## src/rtl/prog_loader.sv

```systemverilog
// Byte-stream program loader: frames SYNC/LEN/words/CSUM into program memory
// and holds the CPU in reset until a frame with a good checksum completes.
module prog_loader #(
    parameter int          ADDR_W    = 10,
    parameter int          MAX_WORDS = 1024,
    parameter logic [7:0]  SYNC      = 8'hA5
) (
    input  logic              clk,
    input  logic              rst,
    input  logic [7:0]        in_data,
    input  logic              in_valid,
    output logic              in_ready,
    output logic              pm_we,
    output logic [ADDR_W-1:0] pm_addr,
    output logic [31:0]       pm_wdata,
    output logic              cpu_rst,
    output logic              done,
    output logic              err,
    output logic [ADDR_W:0]   words_loaded
);

    localparam int              CW      = ADDR_W + 1;
    localparam logic [CW-1:0]   ONE     = CW'(1);
    localparam logic [15:0]     MAX_LEN = 16'(MAX_WORDS);

    typedef enum logic [2:0] {
        S_IDLE,
        S_LEN_HI,
        S_LEN_LO,
        S_DATA,
        S_CSUM,
        S_DONE,
        S_ERR
    } state_t;

    state_t        state;
    state_t        state_nxt;

    logic          acc;
    logic          is_sync;
    logic [7:0]    len_hi;
    logic [15:0]   len_in;
    logic          len_ok;
    logic [CW-1:0] len_q;
    logic [CW-1:0] word_cnt;
    logic [1:0]    byte_idx;
    logic [23:0]   word_sr;
    logic [7:0]    csum;
    logic          last_byte;
    logic          last_word;
    logic          csum_ok;

    // The loader never back-pressures the byte source.
    assign in_ready  = 1'b1;
    assign acc       = in_valid && in_ready;
    assign is_sync   = (in_data == SYNC);
    assign len_in    = {len_hi, in_data};
    assign len_ok    = (len_in != 16'd0) && (len_in <= MAX_LEN);
    assign last_byte = (byte_idx == 2'd3);
    assign last_word = (word_cnt == (len_q - ONE));
    assign csum_ok   = (in_data == csum);

    always_ff @(posedge clk) begin
        if (rst) begin
            state <= S_IDLE;
        end else begin
            state <= state_nxt;
        end
    end

    always_comb begin
        state_nxt = state;
        if (acc) begin
            unique case (state)
                S_IDLE, S_DONE, S_ERR: begin
                    if (is_sync) begin
                        state_nxt = S_LEN_HI;
                    end
                end
                S_LEN_HI: state_nxt = S_LEN_LO;
                S_LEN_LO: state_nxt = len_ok ? S_DATA : S_ERR;
                S_DATA: begin
                    if (last_byte && last_word) begin
                        state_nxt = S_CSUM;
                    end
                end
                S_CSUM:   state_nxt = csum_ok ? S_DONE : S_ERR;
                default:  state_nxt = S_IDLE;
            endcase
        end
    end

    always_ff @(posedge clk) begin
        if (rst) begin
            pm_we        <= 1'b0;
            pm_addr      <= '0;
            pm_wdata     <= '0;
            cpu_rst      <= 1'b1;
            done         <= 1'b0;
            err          <= 1'b0;
            words_loaded <= '0;
            len_hi       <= '0;
            len_q        <= '0;
            word_cnt     <= '0;
            byte_idx     <= '0;
            word_sr      <= '0;
            csum         <= '0;
        end else begin
            pm_we <= 1'b0;
            if (acc) begin
                unique case (state)
                    S_IDLE, S_DONE, S_ERR: begin
                        if (is_sync) begin
                            cpu_rst <= 1'b1;
                            done    <= 1'b0;
                            err     <= 1'b0;
                        end
                    end
                    S_LEN_HI: begin
                        len_hi <= in_data;
                    end
                    S_LEN_LO: begin
                        if (len_ok) begin
                            len_q        <= len_in[CW-1:0];
                            word_cnt     <= '0;
                            byte_idx     <= '0;
                            csum         <= '0;
                            words_loaded <= '0;
                        end else begin
                            err <= 1'b1;
                        end
                    end
                    S_DATA: begin
                        byte_idx <= byte_idx + 2'd1;
                        csum     <= csum ^ in_data;
                        word_sr  <= {word_sr[15:0], in_data};
                        // Fourth byte completes the word: write it next cycle.
                        if (last_byte) begin
                            pm_we        <= 1'b1;
                            pm_addr      <= word_cnt[ADDR_W-1:0];
                            pm_wdata     <= {word_sr, in_data};
                            word_cnt     <= word_cnt + ONE;
                            words_loaded <= words_loaded + ONE;
                        end
                    end
                    S_CSUM: begin
                        if (csum_ok) begin
                            done    <= 1'b1;
                            cpu_rst <= 1'b0;
                        end else begin
                            err <= 1'b1;
                        end
                    end
                    default: begin
                    end
                endcase
            end
        end
    end

endmodule

```

## config.mk

```make
export PLATFORM = sky130hd
export DESIGN_NAME = prog_loader
export DESIGN_NICKNAME = d
export VERILOG_FILES = /design/src/rtl/prog_loader.sv
export SDC_FILE = /design/constraint.sdc
export NUM_CORES = 1
export LEC_CHECK = 0
export CAP_MARGIN = 20
export CELL_PAD_IN_SITES_DETAIL_PLACEMENT = 0
export CELL_PAD_IN_SITES_GLOBAL_PLACEMENT = 1
export CORE_MARGIN = 2
export CORE_UTILIZATION = 37
export CTS_CLUSTER_SIZE = 14
export DETAILED_ROUTE_END_ITERATION = 7
export PLACE_DENSITY_LB_ADDON = 0.3
export RECOVER_POWER = 50
export SLEW_MARGIN = 10
export SYNTH_ARGS = -nofsm -noshare
export SYNTH_HDL_FRONTEND = slang
export SYNTH_SLANG_ARGS = --single-unit
```

## constraint.sdc

```tcl
create_clock -name clk -period 2.34 [get_ports clk]
set_input_delay 0.468 -clock clk [delete_from_list [all_inputs] [get_ports clk]]
set_output_delay 0.468 -clock clk [all_outputs]
set_load 0.03 [all_outputs]
```

**Yosys cells after proc, flatten, opt, wreduce, memory -nomap -nowiden**

Index checks and enable logic that the tools add are counted.

- Flip-flop bits (word level): 124
- Bits of input ports: 11
- Output and inout bits: 58
- Logic and storage cells: 81

- $add $sub $neg: 4
- Magnitude comparators: 1
- Equal/unequal tests: 17
- Multiplexer cells: 24
- Bitwise logic cells: 3
- Reductions and logical operators: 18

Operator list:

| operator | count |
|---|---|
| 11-bit case mux with 2 select lines | 2 |
| 11-bit two-way mux | 3 |
| 11-bit by 1-bit adder with 11-bit output, second input constant | 2 |
| 16-bit by 11-bit less-or-equal comparator with 1-bit output, second input constant | 1 |
| 8-bit case mux with 2 select lines | 1 |
| 16-bit nonzero test | 1 |
| 3-bit case mux with 5 select lines | 1 |
| 2-bit inequality test, second input constant | 7 |
| 3-bit AND reduction | 4 |
| 11-bit equality test | 1 |
| 11-bit by 1-bit subtractor with 11-bit output, second input constant | 1 |
| 3-bit equality test, second input constant | 3 |
| 3-bit two-way mux | 3 |
| 8-bit equality test | 1 |
| 8-bit equality test, second input constant | 1 |
| 8-bit two-way mux | 1 |
| 4-bit AND reduction | 2 |
| 8-bit bitwise XOR | 1 |
| 1-bit two-way mux | 7 |
| 3-bit by 2-bit equality test with 1-bit output, second input constant | 2 |
| 3-bit OR reduction | 2 |
| 5-bit AND reduction | 1 |
| 2-bit two-way mux | 2 |
| 1-bit case mux with 2 select lines | 2 |
| other kinds (11) | 15 |

**Longest topological paths before layout**

Gate-level depths: netlist of the first run.

- Depth in word-level cells: 5
- Depth in mapped cells: 10
- Gate-level depth less buffers: 8

**Worst setup path after synthesis of the first run**

Ideal clock, no wire load.

- Kind: flip-flop to flip-flop
- Start: register len_q[2]
- End: register state[0]
- Setup time: 0.095 ns
- Arrival time: 2.271 ns
- Required time: 2.245 ns
- Setup slack: -0.026 ns
- Cell stages (with the launch flop): 8
- Path buffers: 1
- Period minus slack after synthesis: 2.366 ns
- Path through: dfxtp_1 > buf_6 > or4_4 > or4_4 > or3_1 > xnor2_1 > a41o_1 > a221oi_1

- Word-level cells in the longest chain between the ends: 5

RTL lines:

| item | RTL line | RTL |
|---|---|---|
| start, declared | 44 | `logic [CW-1:0] len_q;` |
| start signal, assigned | 124 | `len_q <= len_in[CW-1:0];` |
| 11-bit by 1-bit subtractor with 11-bit output | 60 | `assign last_word = (word_cnt == (len_q - ONE));` |
| 11-bit equality test | 60 |  |
| 1-bit logical AND | 83 | `if (last_byte && last_word) begin` |
| 2-bit inequality test (no line) | n/a |  |
| 3-bit AND reduction (no line) | n/a |  |
| end signal, assigned | 67 | `state <= state_nxt;` |
| end, declared | 36 | `state_t state;` |

No other way between the ends.
A chain may end at the register's enable or synchronous reset.

**Final worst setup path of the first run**

- Start: register len_q[2]
- End: register state[1]

Same word-level chain as after synthesis.

==> results of run 1 <==
[timing repair]
item,4_1_cts,5_1_grt
pin swaps,1,0
endpoints found under the setup margin,2,3
resized for setup,1,2
[routing by layer]
layer / up-vias / track usage [%]
li1: 2357 / -
met1: 2251 / 23.97
met2: 125 / 30.12
met3: 15 / 5.212
met4: 0 / 7.386
met5: - / 0
[worst max-delay path: cells and delay by family (launching register included)]
kind            cells  cell delay [ns]
simple gates        3             1.17
compound gates      2             0.43
flops               1             0.32
buf+inv             1             0.15
xor+xnor            1             0.11
[where the power goes]
part | switching [W] | leakage, nW | internal [W] | total [W]
Combinational | 0.000399 | 1.25 | 0.000363 | 0.000762
Clock | 0.000989 | 0.304 | 0.00182 | 0.00280
Sequential | 0.0000690 | 0.999 | 0.00216 | 0.00222
[kinds of logic after synthesis]
logic type	synth area share [%]
other cells	0.07122
flops	47.15
mux	3.992
fa+ha+maj	0.9506
xor+xnor	6.820
buf+inv	4.135
simple gates	24.55
compound gates	12.33
[registers in the layout (all words and copies together), names as in the netlist]
register	count
words_loaded	11
pm_wdata	32
pm_addr	10
cpu_rst	1
word_sr	24
byte_idx	2
done	1
err	1
len_q	11
word_cnt	11
len_hi	8
pm_we	1
state	3
csum	8
[stage by stage]
step | worst slack, ns | setup TNS (ns) | util (%) | total power, W
4_1_cts | -0.002091 | -0.002091 | 50.05 | 0.005834
3_5_place_dp | -0.2517 | -6.296 | 45.46 | 0.003012
5_1_grt | -0.04472 | -0.2915 | 50.00 | 0.006010
3_3_place_gp | -0.2519 | -4.933 | 45.46 | 0.002997
2_1_floorplan | -0.02590 | -0.02590 | - | 0.002752
6_report | 0.01120 | 0 | 50.00 | 0.005792
[cell type report]
type / count / area, sq um
sequential: 124 / 2484
tap: 180 / 225.2
timing repair buffer: 107 / 1005
multi-input combinational: 477 / 2576
clock buffer: 19 / 442.9
fill: 1358 / 6940
clock inverter: 13 / 188.9
inverter: 5 / 18.77
[synth_stat cells, drive strengths merged, types with 2 or more instances]
library cell,number
nor4,11
clkbuf,36
a31oi,3
nand2b,4
buf,12
and3,2
a21oi,84
nor3,14
or2,2
or3,4
o22ai,2
dfxtp,124
xor2,20
a221oi,3
nor2b,3
ha,4
nand3,12
xnor2,21
mux2i,21
nor2,67
or4,3
and2,3
nand3b,2
nand4,8
o21ai,15
nor3b,3
inv,5
nand2,148
[worst max path at each step]
stage                                              end  slack [ns]  cells after the start
after floorplan                  state[0]$_SDFFE_PP0P_       -0.03                      7
after global placement    words_loaded[1]$_SDFFE_PP0P_       -0.25                      9
after detailed placement  words_loaded[1]$_SDFFE_PP0P_       -0.25                      9
after CTS                        state[1]$_SDFFE_PP0P_      -0.002                      7
after global routing             state[0]$_SDFFE_PP0P_       -0.04                      6
final                            state[1]$_SDFFE_PP0P_        0.01                      7
==> metrics.md, run 1 <==
| Metric | Value |
|---|---|
| Status | completed |
| Unrepaired setup endpoints after global routing | yes |
| DRT iter0 DRCs | between 300 and 400 |
| Crit. Startpoint | len_q[2]$_SDFFE_PP0P_ |
| Clock latency on the worst-skew pair | between 0.4 and 0.5 ns |
| Worst EP required | 2.62 ns |
| Congestion Overflow GR | 0 |
| Maximum fanout along the worst path | 3 |
| Routed wl met2 | 6.466 mm |
| F_max | about 430 MHz |
| Final setup violation count | 0 |
| Reg clk slew, reported paths | 0.06 ns |
| Post-synthesis cell type count | 50 |
| Worst hold start | pm_wdata[19]$_SDFFE_PP0P_ |
| Worst r2r src | len_q[2]$_SDFFE_PP0P_ |
| CP max stage cell | or4_4 |
| Final instance area | around 0.0069 sq mm |
| Routed wire per std cell | roughly 15 um |
| Min-Delay Endpoint | pm_wdata[19]$_SDFFE_PP0P_ |
| Clock buffer count from CTS | 17 |
| Layout cell share with drive strength beyond 1 | 10.47% |
| I/O Buffers | 67 |
| Dpl cell area | 0.006310 sq mm |
| Hold Fails Final Rpt | 0 |
| Synth Flop Type | dfxtp_1 |
| Hold depth | 2 |
| Final Cycle Share | ~100% |
| Commonest non-fill, non-tap cell in the layout | nand2_1 |
| CP most frequent cell | or4_4 |
| Commonest cells after routing, fill and taps aside | nand2_1 (148), dfxtp_1 (123), a21oi_1 (84) |
| Top post-synthesis cells by area | dfxtp_1 (47%), nand2_1 (11%), a21oi_1 (8.0%) |
| Hold slack | around 0.45 ns |
| Largest net degree at the start of global routing | 55 |
| Post-synth EDFFs | 0 |
| Max Buffers Root-to-Sink | 2 |
| Worst setup EP type | flip-flop |
| Gate Count Post-Synth | about 650 |
| Finished Layout Cells | 925 |
| CP arrival | between 2 and 3 ns |
| GRT Resource Usage Total | between 10% and 20% |
| Initial Util | 37.93% |
| Fin Clk Skew | around 0.0091 ns |
| DRT met1 WL | about 6.3 mm |
| Slew HR | 53.18% |
| # DRC | 0 |
| Maximum vdd drop | 0.0004358 V |
| Post-synth top area share | between 40% and 50% |
| Antenna violation net count after detailed routing | 0 |
| Initial antenna violation count | 0 |
| WL final | ~14 mm |
| Yosys warns | 0 |
| First-pass GRT wire length | around 22 mm |
| Uppermost layer routed | met4 |
| Number of core rows | between 40 and 50 |
| Postcts setup bufs | 0 |
| Ys async rst share | 0% |
| Mapped cell area | 0.005265 sq mm |
| TritonRoute pass-1 iters | 5 |
| Io pins | about 70 |
| Setup CP Type | flip-flop to flip-flop |
| Met3 wire length | between 500 and 600 um |
| Via count | roughly 4.7k |
| Period minus WS final | approximately 2.3 ns |
| Placeable Area | between 0.01 and 0.015 sq mm |
| P&R area growth vs syn | 31.82% |
| CTS Sinks | between 100 and 150 |
| Post-DP HPWL | around 9 mm |
| R2r endpoint | state[1]$_SDFFE_PP0P_ |
| Largest area contributor in the netlist | dfxtp_1 |
| Worst Max-Slew Pin Slew | about 0.7 ns |
| Nets@finish | 747 |
| Post-synth net total | 669 |
| Crit path cell chain | or4_4 > or4_4 > buf_4 > xnor2_1 > nor4_1 > a41o_1 > a21oi_1 |
| Number of max-cap violations | 0 |
| Crit path largest cell delay | 0.52 ns |
| Die width | 123.3 um |
| R2R setup slack | between 0.01 and 0.015 ns |
| Vias in the first global route | ~4.5k |
| Die height | between 100 and 150 um |
| Leak | 2.556 nW |
| N_diodes | 0 |
| Hold_buf cts | 0 |
| Seq cells post-synth | between 100 and 150 |
| H-tree depth | 4 |
| Hold Path Class | flip-flop to flip-flop |
| Pins Over Slew Limit | 0 |
| Mean Syn Cell Area | between 8 and 9 sq um |
| FF-to-FF path depth | 7 |
| Power per Cell Area | 834.5 mW/mm^2 |
| Placed insts | just under 900 |
| Startpoint Class | flip-flop |
| Drt via density | ~5.1 |
| Root Driver | clkbuf_16 |
| TritonCTS clock tree | yes |
| Gpl congestion | around 0.85 |
| Sequential fraction of the synthesis area | 47.15% |
| Die outline area | 0.01520 sq mm |
No activity file was read; power rests on OpenSTA's default activity.
==> inputs of run 2 (changes only) <==
- CORE_MARGIN: 2 -> 8
==> run 2 against run 1 <==
- largest power group unchanged
- core utilization shrank 0.27 points
- cell area is 0.54% lower
- combinational power up 2%
- cell count down 0.32%
- clock power is 7% lower
- register-to-register slack gained 0.02 ns
- routed wire length increased by 0.19%
- worst hold slack better by 0.00078 ns
==> metrics.md, run 2 (synthesized netlist as in run 1, its figures left out) <==
| Metric | Value |
|---|---|
| CP arrival | approximately 2.6 ns |
| Unrepaired setup endpoints after global routing | yes |
| Congestion Overflow GR | 0 |
| Crit path largest cell delay | roughly 0.53 ns |
| Clock latency on the worst-skew pair | 0.42 ns |
| Pins Over Slew Limit | 0 |
| Status | completed |
| Largest net degree at the start of global routing | 57 |
| Number of core rows | 43 |
| Worst EP required | about 2.7 ns |
| Number of max-cap violations | 0 |
| R2R setup slack | 0.03 ns |
| Post-DP HPWL | approximately 9.5 mm |
| Leak | between 2 and 3 nW |
| Initial antenna violation count | 0 |
| Finished Layout Cells | ~920 |
| Die outline area | between 0.015 and 0.02 sq mm |
| Via count | between 4k and 5k |
| Biggest regs | pm_wdata: 32 flops, word_sr: 24 flops |
| NetSw | about 0.0014 W |
| Die width | around 140 um |
| Drt via density | slightly above 5 |
| Io pins | 69 |
| Hold Fails Final Rpt | 0 |
| First-pass GRT wire length | 22.59 mm |
| Hold_buf cts | 0 |
| Worst setup EP type | flip-flop |
| Final Cycle Share | about 99% |
| Setup CP Type | flip-flop to flip-flop |
| DRT iter0 DRCs | between 200 and 300 |
| Root Driver | clkbuf_16 |
| Top reg by flops | pm_wdata |
| Clock Power Share | between 40% and 50% |
| Max Buffers Root-to-Sink | 2 |
| F_max | approximately 430 MHz |
| Antenna violation net count after detailed routing | 0 |
| Worst Max-Slew Pin Slew | slightly below 0.7 ns |
| Placeable Area | roughly 0.014 sq mm |
| GRT Resource Usage Total | roughly 15% |
| Net Sw Frac | around 25% |
| CP most frequent cell | or4_4 |
| Maximum vdd drop | ~0.00049 V |
| Maximum fanout along the worst path | 3 |
| P&R area growth vs syn | 31.11% |
| H-tree depth | 4 |
| TritonRoute pass-1 iters | 4 |
| Internal power | ~0.0042 W |
| # DRC | 0 |
| Sequential power share | 39.6% |
| N_diodes | 0 |
| Vias in the first global route | about 4.5k |
| CP max stage cell | or4_4 |
| Gpl congestion | slightly above 0.8 |
| Slew HR | ~54% |
| Nets@finish | between 700 and 800 |
| Clock buffer count from CTS | 17 |
| Power per Cell Area | roughly 810 mW/mm^2 |
| Commonest non-fill, non-tap cell in the layout | nand2_1 |
| Crit. Startpoint | len_q[2]$_SDFFE_PP0P_ |
| Layout cell share with drive strength beyond 1 | 10.38% |
| WL final | approximately 14 mm |
| Fin Clk Skew | approximately 0.009 ns |
| Period minus WS final | approximately 2.3 ns |
| Commonest cells after routing, fill and taps aside | nand2_1 (148), dfxtp_1 (124), a21oi_1 (84) |
| TritonCTS clock tree | yes |
| Routed wire per std cell | approximately 15 um |
| Hold Path Class | flip-flop to flip-flop |
| Worst hold start | pm_addr[4]$_SDFFE_PP0P_ |
| Worst r2r src | len_q[2]$_SDFFE_PP0P_ |
| Postcts setup bufs | 0 |
| Pre-CTS worst setup slack | -0.2620 ns |
| Final worst setup slack | 0.03030 ns |
| Reg clk slew, reported paths | 0.05 ns |
| Die height | about 140 um |
| Final setup violation count | 0 |
| Startpoint Class | flip-flop |
| I/O Buffers | 67 |
| Placed insts | just under 900 |
| Core Util, Final | around half |
| Crit path cell chain | or4_4 > or4_4 > or3_4 > xnor2_1 > a41o_2 > a221oi_2 |
| CTS Sinks | 124 |
| Initial Util | between 30% and 40% |
| Largest register FFs | 32 |
| Combinational power share | 13.8% |
[run 2: cell count changes in the layout (fill, tap and decap cells not counted), sizes merged]
cell and change:
buf +1, bufinv -1, clkbuf -2, dlygate4sd3 +33
clkdlybuf4s50 -33, clkinvlp +1, inv -2
[run 2: per-stage QoR]
| step | hold WS (ns) | setup TNS (ns) | cell area, sq um | total power, W |
|---|---|---|---|---|
| 2_1_floorplan | 0.4322 | -0.02590 | 5265 | 0.002752 |
| 3_3_place_gp | 0.4404 | -9.474 | 6307 | 0.002989 |
| 3_5_place_dp | 0.4441 | -7.697 | 6307 | 0.003008 |
| 4_1_cts | 0.4521 | 0 | 6905 | 0.005639 |
| 5_1_grt | 0.4661 | -0.07054 | 6903 | 0.005823 |
| 6_report | 0.4496 | 0 | 6903 | 0.005604 |
[run 2: path summary, 6_finish.rpt]
kind / cells after the start / end
min: 2 / pm_addr[4]$_SDFFE_PP0P_
max: 6 / state[0]$_SDFFE_PP0P_
max reg2reg: 6 / state[0]$_SDFFE_PP0P_
min reg2reg: 2 / pm_addr[4]$_SDFFE_PP0P_
[run 2: area by class of cell]
class                   instances  area, sq um
clock buffers                  20        446.7
flip-flops and latches        124         2482
repair buffers                105         1001
clock inverters                11        145.1
fillers                      1338         6978
well taps                     180        225.2
inverters                       5        18.77
multi-input cells             477         2584
[run 2: what timing repair did]
item	4_1_cts	5_1_grt
gates resized for setup	1	3
endpoints found under the setup margin	2	3
pin swaps	1	0
[run 2: worst max-delay path: cells and delay by family, from the launching register on]
family / cells / cell delay (ns)
XOR/XNOR: 1 / 0.13
flip-flops: 1 / 0.31
AO/OA/AOI/OAI: 2 / 0.48
AND/OR/NAND/NOR: 3 / 1.30
[run 2: per-layer routing]
metal  up-vias  wire, um  track usage (%)
met4         0       260            6.601
met1      2212      6258            18.78
li1       2356         -                -
met5         -         0                0
met2       114      6361            24.54
met3        24       763            4.377
[run 2: power by group through the flow]
stage	clock network (W)	logic (W)	registers (W)
detailed placement	0	0.000745	0.00226
global placement	0	0.000726	0.00226
floorplan	0	0.000513	0.00224
global route	0.00276	0.000839	0.00223
CTS	0.00267	0.000754	0.00222
finish	0.00261	0.000774	0.00222
